### src/rtl/sa_pkg.sv
// Shared types for the systolic-array mode sequencer.
// Holds the mode and state encodings and the host strobe decode.
package sa_pkg;

    typedef enum logic [1:0] {
        MATMUL = 2'd0,
        WRITE  = 2'd1,
        LOAD   = 2'd2,
        READ   = 2'd3
    } mode_e;

    typedef enum logic [2:0] {
        S_IDLE      = 3'd0,
        S_READ      = 3'd1,
        S_WRITE     = 3'd2,
        S_LOAD_RUN  = 3'd3,
        S_LOAD_DONE = 3'd4,
        S_MM_RUN    = 3'd5,
        S_MM_DONE   = 3'd6
    } seq_state_e;

    // {load, write} maps straight onto the mode encoding
    function automatic mode_e decode_mode(input logic ld, input logic wr);
        return mode_e'({ld, wr});
    endfunction

endpackage

### src/rtl/sa_phase_timer.sv
// Phase timer shared by LOAD and MATMUL.
// Latches the budget on start, counts on step, flags the last cycle.
module sa_phase_timer #(
    parameter int CNT_W = 8
) (
    input  logic             clk,
    input  logic             rst,
    input  logic             start,
    input  logic             clear,
    input  logic             step,
    input  logic [CNT_W-1:0] len,
    output logic [CNT_W-1:0] cnt,
    output logic             last
);

    logic [CNT_W-1:0] budget;

    // A zero budget would never terminate, so it runs as one cycle
    always_ff @(posedge clk or negedge rst) begin
        if (!rst) begin
            budget <= CNT_W'(1);
            cnt    <= '0;
        end else if (clear) begin
            cnt    <= '0;
        end else if (start) begin
            budget <= (len == '0) ? CNT_W'(1) : len;
            cnt    <= '0;
        end else if (step) begin
            cnt    <= cnt + 1'b1;
        end
    end

    assign last = (cnt == budget - 1'b1);

endmodule

### src/rtl/sa_mode_sequencer.sv
// Systolic-array mode sequencer: decodes host strobes into modes,
// times LOAD/MATMUL phases and raises a completion interrupt.
module sa_mode_sequencer #(
    parameter int CNT_W           = 8,
    parameter int LOAD_CYCLES_DEF = 9,
    parameter int MM_CYCLES_DEF   = 24,
    parameter int IRQ_PULSE       = 0
) (
    input  logic             clk,
    input  logic             rst,
    input  logic             en,
    input  logic             load,
    input  logic             write,
    input  logic [CNT_W-1:0] load_len,
    input  logic             load_len_vld,
    input  logic [CNT_W-1:0] mm_len,
    input  logic             mm_len_vld,
    input  logic             irq_mask,
    input  logic             irq_ack,
    output logic             int_to_ps,
    output logic             irq_pending,
    output logic             done,
    output logic             aborted,
    output logic             busy,
    output logic [CNT_W-1:0] cycle_cnt,
    output logic [1:0]       mode,
    output logic             read_led,
    output logic             write_led,
    output logic             load_led,
    output logic             matmul_led
);

    import sa_pkg::*;

    seq_state_e       state_q, state_d;
    mode_e            mode_q, mode_d, dmode;
    logic             pend_q, pend_d;
    logic             int_q, int_d;
    logic             abort_q, abort_d;
    logic             running;
    logic             start, clear, step, last, complete;
    logic [CNT_W-1:0] sel_len;

    assign dmode   = decode_mode(load, write);
    assign running = (state_q == S_LOAD_RUN) || (state_q == S_MM_RUN);

    // Budget for the phase being entered, chosen by the incoming mode
    always_comb begin
        sel_len = '0;
        if (dmode == LOAD)
            sel_len = load_len_vld ? load_len : CNT_W'(LOAD_CYCLES_DEF);
        else
            sel_len = mm_len_vld ? mm_len : CNT_W'(MM_CYCLES_DEF);
    end

    // Next state, timer control, abort and interrupt decisions
    always_comb begin
        state_d  = state_q;
        mode_d   = mode_q;
        start    = 1'b0;
        clear    = 1'b0;
        step     = 1'b0;
        complete = 1'b0;
        abort_d  = 1'b0;
        if (!en) begin
            state_d = S_IDLE;
            clear   = 1'b1;
            abort_d = running;
        end else if (state_q == S_IDLE || dmode != mode_q) begin
            abort_d = running;
            mode_d  = dmode;
            unique case (dmode)
                READ: begin
                    state_d = S_READ;
                    clear   = 1'b1;
                end
                WRITE: begin
                    state_d = S_WRITE;
                    clear   = 1'b1;
                end
                LOAD: begin
                    state_d = S_LOAD_RUN;
                    start   = 1'b1;
                end
                MATMUL: begin
                    state_d = S_MM_RUN;
                    start   = 1'b1;
                end
            endcase
        end else if (running) begin
            step = 1'b1;
            if (last) begin
                complete = 1'b1;
                state_d  = (state_q == S_LOAD_RUN) ? S_LOAD_DONE
                                                   : S_MM_DONE;
            end
        end
        pend_d = complete | (pend_q & ~irq_ack);
        if (IRQ_PULSE != 0)
            int_d = complete & ~irq_mask;
        else
            int_d = pend_d & ~irq_mask;
    end

    // State, mode and interrupt registers
    always_ff @(posedge clk or negedge rst) begin
        if (!rst) begin
            state_q <= S_IDLE;
            mode_q  <= MATMUL;
            pend_q  <= 1'b0;
            int_q   <= 1'b0;
            abort_q <= 1'b0;
        end else begin
            state_q <= state_d;
            mode_q  <= mode_d;
            pend_q  <= pend_d;
            int_q   <= int_d;
            abort_q <= abort_d;
        end
    end

    sa_phase_timer #(
        .CNT_W (CNT_W)
    ) u_timer (
        .clk   (clk),
        .rst   (rst),
        .start (start),
        .clear (clear),
        .step  (step),
        .len   (sel_len),
        .cnt   (cycle_cnt),
        .last  (last)
    );

    assign int_to_ps   = int_q;
    assign irq_pending = pend_q;
    assign aborted     = abort_q;
    assign mode        = mode_q;
    assign busy        = running;
    assign done        = (state_q == S_LOAD_DONE) || (state_q == S_MM_DONE);
    assign read_led    = (state_q == S_READ);
    assign write_led   = (state_q == S_WRITE);
    assign load_led    = (state_q == S_LOAD_RUN) || (state_q == S_LOAD_DONE);
    assign matmul_led  = (state_q == S_MM_RUN) || (state_q == S_MM_DONE);

endmodule

### config.mk
export PLATFORM = sky130hd
export DESIGN_NAME = sa_mode_sequencer
export DESIGN_NICKNAME = d
export VERILOG_FILES = /design/src/rtl/sa_pkg.sv /design/src/rtl/sa_phase_timer.sv /design/src/rtl/sa_mode_sequencer.sv
export SDC_FILE = /design/constraint.sdc
export NUM_CORES = 1
export LEC_CHECK = 0
export BUFFER_PORTS_ARGS = -buffer_cell sky130_fd_sc_hd__buf_2
export CORE_ASPECT_RATIO = 1.75
export CORE_MARGIN = 2
export CORE_UTILIZATION = 51
export CTS_CLUSTER_SIZE = 10
export DETAILED_ROUTE_END_ITERATION = 10
export HOLD_SLACK_MARGIN = 0.03
export PLACE_DENSITY = 0.79
export RECOVER_POWER = 50
export SETUP_SLACK_MARGIN = 0.3
export SYNTH_ARGS = -nofsm -noshare
export SYNTH_HDL_FRONTEND = slang
export SYNTH_SLANG_ARGS = --single-unit
### constraint.sdc
create_clock -name clk -period 3.3 [get_ports clk]
set_input_delay 0.66 -clock clk [delete_from_list [all_inputs] [get_ports clk]]
set_output_delay 0.66 -clock clk [all_outputs]
set_load 0.05 [all_outputs]
==> flow_summary.yaml <==
status:
  status: "finished clean"
synth:
  synthArstFlopShare: 1.000
  synthMuxAreaShare: 0.03866
  syn_avg_cell_area_sq_um: 9.530
  syn_nets: 211
  synthAdderAreaFrac: 0.04376
  synth_edf_count: 0
  synth-xor-area-share: 0.1152
  yosys_warnings: 0
  synth_seq_cells: 24
  synth-main-ff-cell: "dfrtp_1"
  yosysSeqAreaShare: 0.3508
  synth-compound-area-share: 0.1415
  synth_cell_types: 55
  yosys.area_share.simple: 0.2531
  synthCells: 180
  syn_area_sq_mm: 0.001715
  synth_top_family_by_area: "simple AND/OR/NAND/NOR gates"
pwr:
  power_switching_w: 0.0003595
  pwr-share-seq: 0.423
  pwr-share-clk: 0.217
  swShare: 0.3789
  power_leakage_nw: 0.9020
  max-vdd-ir-drop_mv: 0.2836
  p_per_area_mw_per_mm2: 480.9
  combPwrFrac: 0.360
  intPower_w: 0.0005893
floorplan:
  die_area_sq_mm: 0.003862
  io-pin-count: 44
  coreArea_sq_mm: 0.003176
  rows: 27
  initial_core_util: 0.5402
  dieHeight_um: 80.72
  die_x_um: 47.84
setup_path:
  critPathKind: "in -> reg"
  critPathRequiredTime_ns: 3.44
  critPathLaunch: "en"
  r2r-end: "state_q[0]"
  critPathArrivalTime_ns: 2.25
  critPathMaxFanout: 8
  cp-start-kind: "input pin"
  rr_worst_depth: 6
  ff2ff_setup_slack_ns: 1.33
  end_kind: "flop"
  r2r_start: "u_timer.budget[0]"
clocking:
  htreeDepth: 1
  ctsHoldBuffers: 0
  cts_tree: "built"
  clkTransAtPathRegs_ns: 0.08
  cts.sinks: 24
  cts_root_buffer: "clkbuf_8"
  clk_path_buf_depth: 2
  clk_latency_ns: 0.27
  numCtsBuffers: 3
  postCtsSetupBuffers: 0
  cts-resized-gates: 0
placed_design:
  place_ws_ns: 0.9645
  gp_routability_congestion: 0.7848
  hpwl_um: 2729
  place_area_sq_mm: 0.001928
  port-buffer-count: 43
global_routing:
  grtUsageTotal: 0.2030
  grt_pass1_wl_um: 5664
  antenna_found_initial: 0
  grt_max_degree: 25
  grt_pass1_vias: 1369
  overflow: 0
timing:
  rsz0062_at_grt: "no"
  setup-violations-final: 0
  finalClockSkew_ns: 0.001139
  worst_pin_slew_ns: 1.272
  fin_crit_sh: 0.6396
  period_minus_slack_ns: 2.111
  relSlewSlack: 0.1522
  slew_violations: 0
  max_freq_mhz: 473.8
  final-hold-violation-count: 0
  tns_ns: 0
  layout_setup_ws_ns: 1.189
worst_hold_path:
  min_to: "irq_pending"
  hold_depth: 1
  min_from: "irq_pending"
  hold_path_class: "reg -> reg"
cells_and_area:
  fillerInstances: 302
  stdcell_area_sq_mm: 0.001973
  nets: 250
  multi_input_area_sq_mm: 0.001016
  regArea_sq_um: 601.8
  syn_to_final_growth_pct: 15.03
  drive_gt1_frac: 0.2936
  n_antenna_cell: 0
route:
  drc: 0
  drt_iter0_drc: 21
  wire_per_inst_um: 13.61
  antenna_left: 0
  wirelength_um: 3552
  first_pass_iters: 4
  vias: 1408
  vias_per_cell: 5.395
job:
  maxCapViolations: 0
[kinds of logic (layout without fill, tap and decap cells)]
kind of cell | Yosys count | count (layout)
simple gates | 73 | 73
xor+xnor | 20 | 20
buf+inv | 19 | 57
fa+ha+maj | 6 | 6
flops | 24 | 24
mux | 6 | 6
compound gates | 32 | 32
[cells in the mapped netlist (all sizes together) (2+ instances only)]
master / count / area (sq um)
dfrtp: 23 / 575.6
nand4: 5 / 37.53
o31a: 2 / 18.77
inv: 9 / 33.78
o21a: 2 / 15.01
ha: 6 / 75.07
or3: 2 / 17.52
nor4: 4 / 46.29
xnor2: 9 / 78.83
and3: 3 / 23.77
a22oi: 6 / 45.04
mux2: 5 / 56.30
nand2: 11 / 43.80
xor2: 11 / 118.9
nor3: 5 / 25.02
and2: 4 / 25.02
a21oi: 8 / 58.80
clkbuf: 4 / 16.26
o21ai: 4 / 20.01
nor2b: 7 / 43.79
nor2: 22 / 82.58
nand2b: 3 / 18.77
buf: 6 / 47.54
[area by class of cell]
type	count	area share
well taps	43	0.02727
inverters	9	0.01712
clock buffers	4	0.02790
flip-flops and latches	24	0.3050
multi-input cells	137	0.5149
repair buffers	44	0.1078
[power by group through the flow]
stage | clock network [W] | logic, W | registers, W
finish | 0.000206 | 0.000342 | 0.000402
CTS | 0.000210 | 0.000345 | 0.000401
global placement | 0 | 0.000332 | 0.000405
detailed placement | 0 | 0.000342 | 0.000406
floorplan | 0 | 0.000276 | 0.000396
global route | 0.000219 | 0.000378 | 0.000409
[worst max-delay path by stage]
stage | to | slack, ns | depth (start not counted)
final | u_timer.cnt[7] | 1.19 | 7
after global placement | u_timer.budget[0] | 1.01 | 9
after detailed placement | u_timer.budget[0] | 0.96 | 9
after global routing | u_timer.cnt[7] | 1.07 | 7
after CTS | busy | 1.17 | 4
after floorplan | load_led | 0.94 | 3
[per-stage QoR]
stage	utilization	std cells	hold slack [ns]	total power, W
floorplan	-	180	0.3644	0.0006720
global placement	0.6072	257	0.5015	0.0007372
detailed placement	0.6072	257	0.5082	0.0007479
finish	0.6214	261	0.5275	0.0009488
CTS	0.6245	261	0.3771	0.0009557
global route	0.6214	261	0.5550	0.001007
[per-layer routing]
layer | vias up | track usage | share of wire
met5 | - | 0 | 0
met4 | 0 | 0.1135 | 0.026
met3 | 9 | 0.02472 | 0.039
met2 | 47 | 0.3587 | 0.55
met1 | 648 | 0.2142 | 0.38
li1 | 704 | - | -
[critical path, stage by stage]
cell and delay [ns]:
clkbuf_1 0.30, nand2_1 0.17, nor4b_4 0.52, and3_4 0.28, nand4_2 0.11, xor2_1 0.16
nor2_1 0.06
[registers in the layout (all words and copies together), names as in the netlist]
register and count:
u_timer.budget 8, aborted 1, int_to_ps 1, mode 2, state_q 3, irq_pending 1
u_timer.cnt 8
[placed cells by master (no fill, tap or decap), types with 2 or more instances in the layout]
cell type,netlist,routed
buf_2,2,35
dfrtp_1,23,23
nor2_1,22,22
nand2_1,10,10
inv_1,9,9
xnor2_1,9,9
xor2_1,8,8
clkbuf_1,3,8
nor2b_1,7,7
a22oi_1,6,6
ha_1,6,6
nor3_1,5,5
a21oi_2,5,5
mux2_2,5,5
nand4_1,4,4
clkbuf_8,0,4
xor2_2,3,3
nand2b_1,3,3
o21ai_0,3,3
and2_1,4,3
a21oi_1,3,3
o21a_1,2,2
and3_1,2,2
nor4_1,2,2
Note: power is estimated with default switching activity, not from simulation.
